--- src/rtl/feature_vector_tx_pkg.sv ---
// rtl/feature_vector_tx_pkg.sv - frame geometry and FSM encoding shared with the classifier
package feature_vector_tx_pkg;

  localparam int N_FEAT    = 10;
  localparam int FEAT_W    = 7;
  localparam int SLOT      = 4;
  localparam int FRAME_LEN = N_FEAT * SLOT + 2;
  localparam int GAP_MIN   = 2;
  localparam int AER_W     = 4;

  typedef enum logic [1:0] {
    ST_IDLE = 2'd0,
    ST_SEND = 2'd1,
    ST_GAP  = 2'd2
  } tx_state_t;

endpackage

--- src/rtl/feature_vector_tx_feature_accum.sv ---
// rtl/feature_vector_tx_feature_accum.sv - saturating spike counters and snapshot bank
module feature_accum
  import feature_vector_tx_pkg::*;
#(
  parameter int N_FEAT = feature_vector_tx_pkg::N_FEAT,
  parameter int FEAT_W = feature_vector_tx_pkg::FEAT_W,
  parameter int IDX_W  = $clog2(N_FEAT + 1)
) (
  input  logic              work_clk,
  input  logic              rst_n,
  input  logic              i_valid,
  input  logic [AER_W-1:0]  i_addr,
  input  logic              i_snap,
  input  logic [IDX_W-1:0]  i_rd_idx,
  output logic [FEAT_W-1:0] o_rd_data
);

  logic [FEAT_W-1:0] r_cnt  [N_FEAT];
  logic [FEAT_W-1:0] r_snap [N_FEAT];
  logic [N_FEAT-1:0] w_hit;

  // Out-of-range addresses simply never match any counter.
  always_comb begin
    w_hit = '0;
    for (int i = 0; i < N_FEAT; i++) begin
      w_hit[i] = i_valid && (i_addr == AER_W'(i));
    end
  end

  always_ff @(posedge work_clk or negedge rst_n) begin
    if (!rst_n) begin
      for (int i = 0; i < N_FEAT; i++) begin
        r_cnt[i]  <= '0;
        r_snap[i] <= '0;
      end
    end else begin
      for (int i = 0; i < N_FEAT; i++) begin
        if (i_snap) begin
          r_snap[i] <= r_cnt[i];
          r_cnt[i]  <= w_hit[i] ? FEAT_W'(1) : '0;
        end else if (w_hit[i] && (r_cnt[i] != '1)) begin
          r_cnt[i] <= r_cnt[i] + 1'b1;
        end
      end
    end
  end

  // On the snapshot edge the bank is not yet loaded, so feature 0 comes from the live counters.
  always_comb begin
    o_rd_data = '0;
    if (i_rd_idx < IDX_W'(N_FEAT)) begin
      o_rd_data = i_snap ? r_cnt[i_rd_idx] : r_snap[i_rd_idx];
    end
  end

endmodule

--- src/rtl/feature_vector_tx.sv ---
// rtl/feature_vector_tx.sv - serialises the snapshot feature vector as slotted frames
module feature_vector_tx
  import feature_vector_tx_pkg::*;
#(
  parameter int N_FEAT    = feature_vector_tx_pkg::N_FEAT,
  parameter int FEAT_W    = feature_vector_tx_pkg::FEAT_W,
  parameter int SLOT      = feature_vector_tx_pkg::SLOT,
  parameter int FRAME_LEN = feature_vector_tx_pkg::FRAME_LEN,
  parameter int GAP_MIN   = feature_vector_tx_pkg::GAP_MIN
) (
  input  logic              work_clk,
  input  logic              rst_n,
  input  logic              aer_valid,
  input  logic [AER_W-1:0]  aer_addr,
  input  logic              frame_end,
  output logic [FEAT_W-1:0] feature_vector_output,
  output logic              feature_vector_output_f,
  output logic              busy_o,
  output logic              overrun_o
);

  localparam int CYC_W   = $clog2(FRAME_LEN);
  localparam int GAP_W   = $clog2(GAP_MIN + 1);
  localparam int IDX_W   = $clog2(N_FEAT + 1);
  localparam int PAY_LEN = N_FEAT * SLOT;

  tx_state_t         r_state;
  logic [CYC_W-1:0]  r_cyc;
  logic [GAP_W-1:0]  r_gap;
  logic [FEAT_W-1:0] r_out;
  logic              r_out_f;
  logic              r_busy;
  logic              r_overrun;

  logic              w_accept;
  logic [CYC_W-1:0]  w_next_cyc;
  logic              w_next_payload;
  logic [IDX_W-1:0]  w_rd_idx;
  logic [FEAT_W-1:0] w_rd_data;

  assign w_accept       = frame_end && (r_state == ST_IDLE);
  assign w_next_cyc     = r_cyc + 1'b1;
  assign w_next_payload = w_next_cyc < CYC_W'(PAY_LEN);
  // Look one cycle ahead so the registered output lands on the right frame cycle.
  assign w_rd_idx       = (r_state == ST_IDLE) ? '0 : IDX_W'(w_next_cyc / CYC_W'(SLOT));

  feature_accum #(
    .N_FEAT (N_FEAT),
    .FEAT_W (FEAT_W),
    .IDX_W  (IDX_W)
  ) u_accum (
    .work_clk  (work_clk),
    .rst_n     (rst_n),
    .i_valid   (aer_valid),
    .i_addr    (aer_addr),
    .i_snap    (w_accept),
    .i_rd_idx  (w_rd_idx),
    .o_rd_data (w_rd_data)
  );

  always_ff @(posedge work_clk or negedge rst_n) begin
    if (!rst_n) begin
      r_state   <= ST_IDLE;
      r_cyc     <= '0;
      r_gap     <= '0;
      r_out     <= '0;
      r_out_f   <= 1'b0;
      r_busy    <= 1'b0;
      r_overrun <= 1'b0;
    end else begin
      if (frame_end && r_busy) begin
        r_overrun <= 1'b1;
      end
      case (r_state)
        ST_IDLE: begin
          if (frame_end) begin
            r_state <= ST_SEND;
            r_cyc   <= '0;
            r_out   <= w_rd_data;
            r_out_f <= 1'b1;
            r_busy  <= 1'b1;
          end
        end
        ST_SEND: begin
          if (r_cyc == CYC_W'(FRAME_LEN - 1)) begin
            r_state <= ST_GAP;
            r_gap   <= '0;
            r_out   <= '0;
            r_out_f <= 1'b0;
          end else begin
            r_cyc <= w_next_cyc;
            r_out <= w_next_payload ? w_rd_data : '0;
          end
        end
        ST_GAP: begin
          if (r_gap == GAP_W'(GAP_MIN - 1)) begin
            r_state <= ST_IDLE;
            r_busy  <= 1'b0;
          end else begin
            r_gap <= r_gap + 1'b1;
          end
        end
        default: begin
          r_state <= ST_IDLE;
          r_out   <= '0;
          r_out_f <= 1'b0;
          r_busy  <= 1'b0;
        end
      endcase
    end
  end

  assign feature_vector_output   = r_out;
  assign feature_vector_output_f = r_out_f;
  assign busy_o                  = r_busy;
  assign overrun_o               = r_overrun;

endmodule

--- config.mk ---
export PLATFORM = sky130hd
export DESIGN_NAME = feature_vector_tx
export DESIGN_NICKNAME = d
export VERILOG_FILES = /design/src/rtl/feature_vector_tx_pkg.sv /design/src/rtl/feature_vector_tx_feature_accum.sv /design/src/rtl/feature_vector_tx.sv
export SDC_FILE = /design/constraint.sdc
export NUM_CORES = 1
export LEC_CHECK = 0
export CORE_ASPECT_RATIO = 1.5
export CORE_MARGIN = 2
export CORE_UTILIZATION = 59
export DETAILED_ROUTE_END_ITERATION = 16
export GPL_ROUTABILITY_DRIVEN = 0
export PLACE_DENSITY = 0.76
export SLEW_MARGIN = 20
export SYNTH_ARGS = -nofsm -noshare
export SYNTH_HDL_FRONTEND = slang
export SYNTH_SLANG_ARGS = --single-unit
--- constraint.sdc ---
create_clock -name work_clk -period 2.52 [get_ports work_clk]
set_clock_uncertainty 0.15 [all_clocks]
set_input_delay 0.378 -clock work_clk [delete_from_list [all_inputs] [get_ports work_clk]]
set_output_delay 0.378 -clock work_clk [all_outputs]
set_load 0.05 [all_outputs]
After elaboration in Yosys (flattened, before gate mapping)
Cells that the tools add are included.
{"block": "word_totals", "register_bits": 160, "latchBits": 0, "ram_bits": 0, "romBits": 0, "in_bits": 8, "output_inout_bits": 10, "wordCells": 173, "n_memories": 0}
{"block": "classes", "n_addsub": 12, "mul": 0, "div": 0, "n_lt_le_gt_ge": 3, "n_eq_ne": 28, "n_shift": 0, "mux": 58, "bitwise_logic": 3, "reduce_logical": 42}
{"op": "2-to-1 mux 7 bit", "count": 29}
{"op": "adder 7 x 1 -> 7 bit (second input constant)", "count": 10}
{"op": "inequality test 7 bit (second input constant)", "count": 10}
{"op": "binary-select mux 7 bit (select 4 bit)", "count": 2}
{"op": "nonzero test 2 bit", "count": 12}
{"op": "logical AND 1 bit", "count": 22}
{"op": "one-hot mux 7 bit (3 select lines)", "count": 1}
{"op": "== test 4 x 3 -> 1 bit (second input constant)", "count": 4}
{"op": "AND reduction 3 bit", "count": 5}
{"op": "2-to-1 mux 1 bit", "count": 13}
{"op": "2-to-1 mux 6 bit", "count": 2}
{"op": "one-hot mux 6 bit (2 select lines)", "count": 1}
{"op": "2-to-1 mux 2 bit", "count": 5}
{"op": "inequality test 2 bit (second input constant)", "count": 5}
{"op": "== test 4 x 2 -> 1 bit (second input constant)", "count": 2}
{"op": "== test 4 bit (second input constant)", "count": 2}
{"op": "adder 6 x 1 -> 6 bit (second input constant)", "count": 1}
{"op": "== test 6 bit (second input constant)", "count": 1}
{"op": "less-than comparator 6 bit (second input constant)", "count": 1}
{"op": "one-hot mux 1 bit (3 select lines)", "count": 2}
{"op": "one-hot mux 2 bit (3 select lines)", "count": 1}
{"op": ">= comparator 5 bit (second input constant)", "count": 1}
{"op": "NOT 4 -> 5 bit", "count": 1}
{"op": "== test 2 x 1 -> 1 bit (second input constant)", "count": 2}
{"op": "other kinds (10)", "count": 11}

Longest topological paths before layout
{"block": "depth", "depth_word": 11, "ltp_mapped": 8}

By module
Synthesis repeated with hierarchy kept, for this count alone.
{"block": "hier_totals", "hier_cells": 775, "area_unflattened_um2": 8609.5}
{"module": "feature_accum", "n_inst": 1, "cells_each": 670, "area_per_inst_um2": 7509.7}
{"module": "feature_vector_tx", "n_inst": 1, "cells_each": 105, "area_per_inst_um2": 1099.8}

Worst setup path before layout
No wires, ideal clock.
{"block": "synth_timing", "path_kind": "register to register", "start": "register r_cyc[0]", "end": "register r_out[3] (netlist: feature_vector_output[3])", "arrival_ps": 1888, "required_time_ps": 2274, "slack_ps": 386, "stages_incl_launch_ff": 9, "synth_period_minus_slack_ps": 2134, "path_cell_list": "dfrtp_1 > ha_1 > xnor2_2 > nor2_4 > buf_12 > buf_12 > mux2i_1 > a22o_1 > o32ai_2"}
{"block": "synth_via", "elab_chain_cells": 11, "word_cells_on_any_way": 18, "cone_classes": "add/sub: 1; order compare: 2; eq/ne: 1; mux: 13; bitwise: 1"}
{"item": "start, declared", "line": "feature_vector_tx.sv:28", "text": "logic [CYC_W-1:0] r_cyc;"}
{"item": "start signal, assigned", "line": "feature_vector_tx.sv:91", "text": "r_cyc <= w_next_cyc;"}
{"item": "adder 6 x 1 -> 6 bit", "line": "feature_vector_tx.sv:42", "text": "assign w_next_cyc = r_cyc + 1'b1;"}
{"item": "2-to-1 mux 4 bit", "line": "feature_vector_tx.sv:45", "text": "assign w_rd_idx = (r_state == ST_IDLE) ? '0 : IDX_W'(w_next_cyc / CYC_W'(SLOT));"}
{"item": "NOT 4 -> 5 bit (implied by the code)", "line": "feature_vector_tx_feature_accum.sv:52", "text": "o_rd_data = i_snap ? r_cnt[i_rd_idx] : r_snap[i_rd_idx];"}
{"item": "binary-select mux 7 bit (select 4 bit)", "line": "feature_vector_tx_feature_accum.sv:52"}
{"item": "2-to-1 mux 7 bit (implied by the code) (2 in series)", "line": "feature_vector_tx_feature_accum.sv:52"}
{"item": "2-to-1 mux 7 bit", "line": "feature_vector_tx_feature_accum.sv:52"}
{"item": "2-to-1 mux 7 bit", "line": "feature_vector_tx_feature_accum.sv:51", "text": "if (i_rd_idx < IDX_W'(N_FEAT)) begin"}
{"item": "2-to-1 mux 7 bit", "line": "feature_vector_tx.sv:92", "text": "r_out <= w_next_payload ? w_rd_data : '0;"}
{"item": "2-to-1 mux 7 bit", "line": "feature_vector_tx.sv:85", "text": "if (r_cyc == CYC_W'(FRAME_LEN - 1)) begin"}
{"item": "one-hot mux 7 bit (3 select lines) (*)", "line": "feature_vector_tx.sv:74", "text": "case (r_state)"}
{"item": "end signal, assigned", "line": "feature_vector_tx.sv:79", "text": "r_out <= w_rd_data;"}
{"item": "end signal, assigned", "line": "feature_vector_tx.sv:92"}
{"item": "end, declared", "line": "feature_vector_tx.sv:30", "text": "logic [FEAT_W-1:0] r_out;"}
Every way passes the cells marked *; elsewhere a longest branch is shown, timed or not. The select of a mux whose other input is x is not followed.
A chain may end at the register's enable or synchronous reset.

Worst setup path in the final report
Same ends and word-level chain as after synthesis.

==> results_dict.tcl <==
set metrics [dict create \
    relSlewSlack_pct 57.3 \
    grt_overflow 0 \
    track_usage_pct 26.9 \
    drc 0 \
    yosys_register_bits 160 \
    num_vias 6531 \
    grt_pass1_vias 6508 \
    critPathLaunchType "flop" \
    r2r-end "feature_vector_output[3]" \
    crit_start "r_cyc[0]" \
    final_area_mm2 0.00914 \
    fin_hold_ws_ns 0.286 \
    rrSetupSlack_ns 0.20 \
    ys_warn_count 0 \
    start_util_pct 60.1 \
    grt.busiest_layer "met2" \
    finalHoldViolations 0 \
    path_class "flop to flop" \
    critPathMaxStageDelay_ns 0.44 \
    die_area_mm2 0.0146 \
    synth_flop_cell "dfrtp_1" \
    cp.arrival_ns 2.48 \
    place_area_mm2 0.00855 \
    die_h_um 147 \
    dp.cells 1045 \
    grt_pass1_wl_um 31400 \
    cts_root_buf "clkbuf_16" \
    status "complete, no violations" \
    final_layout_size_suffix_gt1_share_pct 11.5 \
    core-area_mm2 0.0134 \
    htreeDepth 4 \
    synthesis.nets 895 \
    crit_required_ns 2.68 \
    crit_end "feature_vector_output[3]" \
    antenna_left 0 \
    path_clk_slew_ns 0.07 \
    totalWireLength_um 18600 \
    synth.distinct_cells 63 \
    area_growth_syn_to_layout_pct 13.5 \
    maxCapViolCount 0 \
    routedWlPerCell_um 17.3 \
    first_iter_violations 412 \
    drt-pass1-iter-count 5 \
    postCtsSetupBuffers 0 \
    synth_area_per_cell_um2 9.21 \
    finalSetupViolCount 0 \
    stdcell_count 1078 \
    finalMaxSlewViolations 0 \
    worstRegToRegCells 7 \
    synthArstFlopShare_pct 100 \
    cts.sinks 160 \
    gr-usage-met1_pct 33.8 \
    max_slew.worst_pin.slew_ns 0.640 \
    n_fill_cell 1047 \
    fin_crit_sh_pct 92.2 \
    ir_worst_vdd_v 0.000392 \
    io_pins 18 \
    synth-edff-count 0 \
    synthCells 874 \
    antenna_found_initial 0 \
    via_per_inst 6.06 \
    power_w 0.00925 \
    slowest_stage "dfrtp_1" \
    tns_ns 0 \
    synth_area_mm2 0.00805 \
    yosysSeqAreaShare_pct 49.7 \
    p_leak_nw 4.29 \
    fin_nets 924 \
    grt_setup_unrepaired "false" \
    clockBufferDepth 2 \
    rows 52 \
    io_buffers 17 \
    cp-end-kind "flop" \
    insertion_delay_ns 0.43 \
    cts_inserted_buffers 17 \
    hpwl_um 13200 \
    crit-reg2reg-launch "r_cyc[0]" \
    crit_fanout 9 \
    diodes 0 \
    cts_tree "built" \
    grt_max_degree 50 \
    use_met3_pct 4.38 \
    grtUsageMet2_pct 45.2 \
    max_freq_mhz 431 \
    hp-class "input port to async pin" \
    crit_chain "ha_2 -> and3_2 -> mux2_2 -> buf_4 -> nor2_1 -> a22o_1 -> o32ai_2" \
    fin_crit_ns 2.32 \
    die_w_um 99.4 \
    p_per_area_mw_per_mm2 1010 \
]
==> per-stage QoR <==
| step | util (%) | setup slack, ns |
|---|---|---|
| 3_5_place_dp | 63.8 | 0.0521 |
| 3_3_place_gp | 63.8 | 0.125 |
| 4_1_cts | 68.2 | 0.0983 |
| 2_1_floorplan | - | 0.386 |
| 5_1_grt | 68.2 | 0.0554 |
| 6_report | 68.2 | 0.198 |
==> cell usage after synthesis, drive strengths merged (6+ instances only) <==
library cell	number	area, µm²
mux2i	29	290
nand3	29	145
o22a	7	61.3
or3	23	149
inv	24	90.1
ha	13	163
o22ai	10	62.6
buf	21	143
o21a	9	67.6
dfrtp	160	4000
o32ai	6	60.1
nor2	71	274
nand2	240	901
o21ai	52	260
a21oi	30	150
a31o	8	70.1
xnor2	19	174
o311ai	9	146
nor3	20	100
clkbuf	24	90.1
==> per-layer routing <==
layer  share of wire (%)  vias to the layer above
li1                    -                     3051
met1                  40                     3243
met2                  52                      186
met3                 3.8                       51
met4                 4.2                        0
met5                   0                        -
==> state kept, by name, summed over array words and instances, names as in the netlist <==
name / count
r_gap: 2
feature_vector_output: 7
r_state: 2
feature_vector_output_f: 1
u_accum.r_snap: 70
overrun_o: 1
r_cyc: 6
u_accum.r_cnt: 70
busy_o: 1
==> worst max-delay path, delay by kind of cell (launching register included) <==
| family | cells | cell delay [ns] |
|---|---|---|
| buffers and inverters | 1 | 0.19 |
| flip-flops | 1 | 0.44 |
| AND/OR/NAND/NOR | 2 | 0.43 |
| AO/OA/AOI/OAI | 2 | 0.28 |
| adder cells (fa/ha/maj) | 1 | 0.30 |
| multiplexers | 1 | 0.40 |
==> cell families (layout without fill, tap and decap cells) <==
logic type | Yosys count | count (layout) | share of synthesized area [%]
and+or+nand+nor | 413 | 413 | 22.1
xor gates and xnor gates | 24 | 24 | 2.70
buffers and inverters | 69 | 111 | 4.01
adders and majority gates | 13 | 13 | 2.02
muxes | 36 | 36 | 5.52
DFF | 160 | 160 | 49.7
AOI/OAI and AO/OA | 159 | 159 | 13.9
==> layout make-up <==
| class | count | area [µm²] | area share [%] |
|---|---|---|---|
| Inverter | 24 | 90.1 | 0.985 |
| Tap cell | 162 | 203 | 2.22 |
| Multi-Input combinational cell | 645 | 3750 | 41.0 |
| Sequential cell | 160 | 4000 | 43.8 |
| Clock inverter | 13 | 133 | 1.45 |
| Clock buffer | 19 | 443 | 4.84 |
| Timing Repair Buffer | 55 | 522 | 5.71 |
==> placed cells by master (no fill, tap or decap), types with 4 or more instances in the layout <==
master,netlist,final
nor2_1,70,69
buf_12,2,5
o21ai_0,51,51
o32ai_1,5,5
mux4_1,4,4
a31o_2,8,8
nand4_1,5,5
xor2_1,5,5
o21a_1,9,9
clkdlybuf4s50_1,0,16
xnor2_1,18,18
nand2_1,240,240
ha_1,13,12
clkinvlp_4,0,4
clkinv_4,0,5
clkbuf_16,0,17
nor2b_1,4,4
a22o_1,4,4
or3_2,4,4
mux2i_1,29,29
nor3_1,20,20
o22a_1,7,7
o211ai_1,5,5
inv_1,24,24
o22ai_1,10,10
o311ai_2,9,9
a21oi_1,30,30
dfrtp_1,160,160
nand3_1,29,29
buf_4,2,32
a21o_1,4,4
or3_1,19,19
o211a_1,4,4
==> power by group <==
part / switching, W / leakage, nW / internal [W]
clock network: 0.00110 / 0.268 / 0.00140
registers: 0.000513 / 2.17 / 0.00307
logic: 0.00176 / 1.85 / 0.00141
==> worst min-delay path by stage <==
stage	startpoint	endpoint	cells after the start
6_report	rst_n	r_gap[1]	2
5_1_grt	overrun_o	overrun_o	1
4_1_cts	rst_n	r_gap[1]	2
3_5_place_dp	rst_n	r_cyc[4]	1
3_3_place_gp	rst_n	r_cyc[4]	1
2_1_floorplan	rst_n	busy_o	0
==> timing repair <==
action / 4_1_cts / 5_1_grt
endpoints found under the setup margin: 0 / 6
hold buffers: 1 / 0
resized for setup: 0 / 2
hold endpoints to repair: 44 / 0
Note: power is estimated with default switching activity, not from simulation.
